$ cat config.mk
export PLATFORM = sky130hd
export DESIGN_NAME = shift_add_mult8
export DESIGN_NICKNAME = d
export VERILOG_FILES = /design/src/rtl/shift_add_mult8.sv
export SDC_FILE = /design/constraint.sdc
export NUM_CORES = 1
export LEC_CHECK = 0
export BUFFER_PORTS_ARGS = -buffer_cell sky130_fd_sc_hd__buf_2
export CORE_MARGIN = 5
export CORE_UTILIZATION = 50
export DETAILED_ROUTE_END_ITERATION = 10
export GPL_TIMING_DRIVEN = 0
export PLACE_DENSITY = 0.89
export SETUP_SLACK_MARGIN = 0.1
export SLEW_MARGIN = 20
export SYNTH_ARGS = -nofsm -noshare
export SYNTH_HDL_FRONTEND = slang
export SYNTH_SLANG_ARGS = --single-unit
export TNS_END_PERCENT = 10
$ cat constraint.sdc
create_clock -name Clk -period 2.56 [get_ports Clk]
set_clock_uncertainty 0.15 [all_clocks]
set_input_delay 0.256 -clock Clk [delete_from_list [all_inputs] [get_ports Clk]]
set_output_delay 0.256 -clock Clk [all_outputs]
set_load 0.01 [all_outputs]
$ cat src/rtl/shift_add_mult8.sv
`default_nettype none
// ----------------------------------------------------------------------------
//  Module  : shift_add_mult8
//  Purpose : sequential signed N x N shift-add multiplier (external add/sub stage)
//  Rev     : 1.0  initial release
// ----------------------------------------------------------------------------
module shift_add_mult8 #(
  parameter int N = 8
) (
  input  logic         Clk,
  input  logic         Reset,
  input  logic         Run,
  input  logic         ClearA_LoadB,
  input  logic [N-1:0] Din,
  output logic [N-1:0] add_a,
  output logic [N-1:0] add_b,
  output logic         add_fn,
  input  logic [N:0]   add_sum,
  output logic [N-1:0] Aval,
  output logic [N-1:0] Bval,
  output logic         Xval,
  output logic         busy,
  output logic         done
);

  localparam int            CW   = (N > 1) ? $clog2(N) : 1;
  localparam logic [CW-1:0] LAST = CW'(N - 1);
  localparam logic [CW-1:0] ONE  = CW'(1);

  typedef enum logic [1:0] {
    IDLE  = 2'd0,
    ADD   = 2'd1,
    SHIFT = 2'd2,
    DONE  = 2'd3
  } state_t;

  state_t        state;
  logic [N-1:0]  a_reg;
  logic [N-1:0]  b_reg;
  logic [N-1:0]  s_reg;
  logic          x_reg;
  logic [CW-1:0] cnt;

  // busy/done/add_fn are registered alongside the state so every output is a flop
  always_ff @(posedge Clk) begin
    if (Reset) begin
      state  <= IDLE;
      a_reg  <= '0;
      b_reg  <= '0;
      s_reg  <= '0;
      x_reg  <= 1'b0;
      cnt    <= '0;
      busy   <= 1'b0;
      done   <= 1'b0;
      add_fn <= 1'b0;
    end else begin
      case (state)
        IDLE: begin
          if (ClearA_LoadB) begin
            x_reg <= 1'b0;
            a_reg <= '0;
            b_reg <= Din;
          end else if (Run) begin
            s_reg  <= Din;
            x_reg  <= 1'b0;
            a_reg  <= '0;
            cnt    <= '0;
            state  <= ADD;
            busy   <= 1'b1;
            add_fn <= (LAST == '0);
          end
        end

        ADD: begin
          if (b_reg[0]) begin
            {x_reg, a_reg} <= add_sum;
          end
          add_fn <= 1'b0;
          state  <= SHIFT;
        end

        SHIFT: begin
          a_reg <= {x_reg, a_reg[N-1:1]};
          b_reg <= {a_reg[0], b_reg[N-1:1]};
          if (cnt == LAST) begin
            state <= DONE;
            busy  <= 1'b0;
            done  <= 1'b1;
          end else begin
            // last iteration subtracts: the multiplier MSB carries weight -2^(N-1)
            cnt    <= cnt + ONE;
            add_fn <= ((cnt + ONE) == LAST);
            state  <= ADD;
          end
        end

        DONE: begin
          if (!Run) begin
            state <= IDLE;
            done  <= 1'b0;
          end
        end

        default: begin
          state  <= IDLE;
          busy   <= 1'b0;
          done   <= 1'b0;
          add_fn <= 1'b0;
        end
      endcase
    end
  end

  assign add_a = a_reg;
  assign add_b = s_reg;
  assign Aval  = a_reg;
  assign Bval  = b_reg;
  assign Xval  = x_reg;

endmodule
`default_nettype wire

==> flow_summary.ini <==
[status]
status = complete, no violations

[cts]
postCtsSetupRepairBufs = 0
cts_tree = done
clk_latency_ps = 340
h-tree-depth = 2
postCtsHoldBufs = 0
cts_resized = 0
cts_buffer_depth = 2
cts-root-buf = clkbuf_4
cts.sinks = 33
clk_pin_slew_ps = 110
numCtsBuffers = 5

[yosys]
syn_nets = 210
synth_seq_area_share = 0.382
synth_area_per_cell_um2 = 9.61
synth_cell_type_count = 31
ys.warnings.count = 0
syn_inst = 180
synth-edff-count = 0
syn_area_um2 = 1730
ys.flop_type = dfxtp_1
ys_seq_elements = 33
async_flop_share = 0

[sta]
period_share = 0.755
hold_viol = 0
maxSlewViolCount = 0
fin_tns_setup_ps = 0
worst_slew_pin_slew_ps = 467
fin_crit_ps = 1930
max_freq_ghz = 0.517
finalWorstSetupSlack_ps = 627
hold_ws_ps = 16.6
slew_headroom = 0.688
setup_viol = 0
rsz0062_at_grt = no

[die]
coreArea_um2 = 3340
die_area_um2 = 4730
io_pins = 57
die_w_um = 68.8
dieHeight_um = 68.8
core.rowCount = 21
start_util = 0.518

[route]
routed_via_density = 5.20
routed_wl_um = 4050
wire_per_inst_um = 14.0
routed-wl-met2_um = 2010
drc = 0
m1WireLength_um = 1680
ant_nets = 0
first_iter_violations = 62
highest_layer = met4
vias = 1508
wl_met3_um = 310
drtPass1Iterations = 4

[job]
max-cap-violations = 0

[place]
place_congestion = 0.832
dp_slack_ps = 678
place_hpwl_um = 3000
port_buffers = 56

[global_route]
grt_max_degree = 13
grt_pass1_wl_um = 6240
grt_pass1_vias = 1399
grt_overflow = 0
grt.total_usage = 0.178
antenna_found_initial = 0

[pwr]
p_total_mw = 1.82
powerDensity_nw_per_um2 = 848
leakage_nw = 1.04
ir_worst_vdd_v = 0.000554

[cells_and_area]
final_nets = 273
antennaDiodeCount = 0
fin_util = 0.645
syn_to_final_growth_pct = 24.4
final_layout_size_suffix_gt1_frac = 0.332

[setup_path]
required_ps = 2670
critical_path_buf_inv_count = 3
startpoint_type = flop
crit_family = buffers and inverters
slowest_delay_ps = 410
path_cells = inv_1 > ha_1 > buf_6 > mux2_4 > buf_2 > a211oi_1
cp.arrival_ps = 2040
critical_path_class = reg -> reg
cp_max_fo = 10
cp-end-kind = flop
cpMaxStageDelayCell = dfxtp_1

[hold_path]
min_path_type = in -> reg
-- cell usage in the layout (no fill, tap or decap) --
cell / instances
buf_2: 58
dfxtp_1: 33
mux2i_1: 26
nor2_1: 19
nand2b_1: 13
a211oi_1: 11
buf_4: 10
ha_1: 9
a22o_1: 8
nand2_1: 8
inv_1: 7
clkbuf_1: 5
clkbuf_4: 5
nor2b_1: 4
o32ai_1: 3
nor3b_1: 2
or3_1: 2
buf_6: 2
nand4b_1: 2
a21oi_1: 2
buf_1: 1
and2_1: 1
a211o_1: 1
o22ai_1: 1
mux2_2: 1
a2111oi_0: 1
a221oi_1: 1
a22o_2: 1
o31ai_1: 1
mux2_4: 1
nand3b_1: 1
o21bai_1: 1
clkinv_4: 1
bufinv_16: 1
clkinvlp_4: 1
-- stage by stage --
stage / area, µm² / cells
floorplan: 1730 / 180
global placement: 2070 / 282
detailed placement: 2070 / 282
CTS: 2150 / 290
global route: 2150 / 290
finish: 2150 / 290
-- registers in the layout, summed over array words and instances, names as in the netlist --
register / count
Aval: 8
Bval: 8
Xval: 1
add_b: 8
add_fn: 1
busy: 1
cnt: 3
done: 1
state: 2
-- cell usage after synthesis, drive strengths merged, types with 4 or more instances --
master,instances,share of area
nor2b,4,0.014
ha,9,0.065
nand2b,13,0.047
buf,15,0.064
dfxtp,33,0.38
mux2i,26,0.15
nand2,8,0.017
clkbuf,5,0.011
a211oi,11,0.048
a22o,9,0.046
inv,7,0.015
nor2,19,0.041
-- routing by layer --
layer	vias up	global-route usage
li1	757	-
met1	699	0.213
met2	47	0.304
met3	5	0.0535
met4	0	0.0584
met5	-	0
-- where the power goes --
part | internal (mW) | total (mW) | leakage, nW | switching [mW]
Combinational | 0.355 | 0.755 | 0.725 | 0.401
Sequential | 0.599 | 0.665 | 0.269 | 0.0661
Clock | 0.207 | 0.403 | 0.0414 | 0.197
-- final timing paths --
path	from	to	slack [ps]	depth (start not counted)
worst max-delay path	state[0]$_SDFFE_PP0P_	Bval[2]$_SDFFE_PP0P_	630	6
worst min-delay path	Din[4]	add_b[4]$_SDFFE_PP0P_	20	3
worst max register to register	state[0]$_SDFFE_PP0P_	Bval[2]$_SDFFE_PP0P_	630	6
worst min register to register	add_fn$_SDFFE_PP0P_	add_fn$_SDFFE_PP0P_	340	2
-- worst min-delay path, stage by stage --
cell and delay [ps]:
buf_2 90, mux2i_1 60, nor2_1 80
-- layout make-up --
type                    count  area (µm²)
flip-flops and latches     33         661
repair buffers             56         280
plain buffers              20         130
fillers                   283        1190
clock inverters             3        46.3
clock buffers               5        37.5
well taps                  46        57.6
multi-input cells         120         912
inverters                   7        26.3
-- cells by family (layout without fill, tap and decap cells) --
family,after synthesis,after routing,synth area share
flip-flops,33,33,0.382
buffers and inverters,27,91,0.0904
adder cells (fa/ha/maj),9,9,0.0651
AND/OR/NAND/NOR,52,52,0.154
AO/OA/AOI/OAI,31,31,0.143
multiplexers,28,28,0.166
No activity file was read; power rests on OpenSTA's default activity.
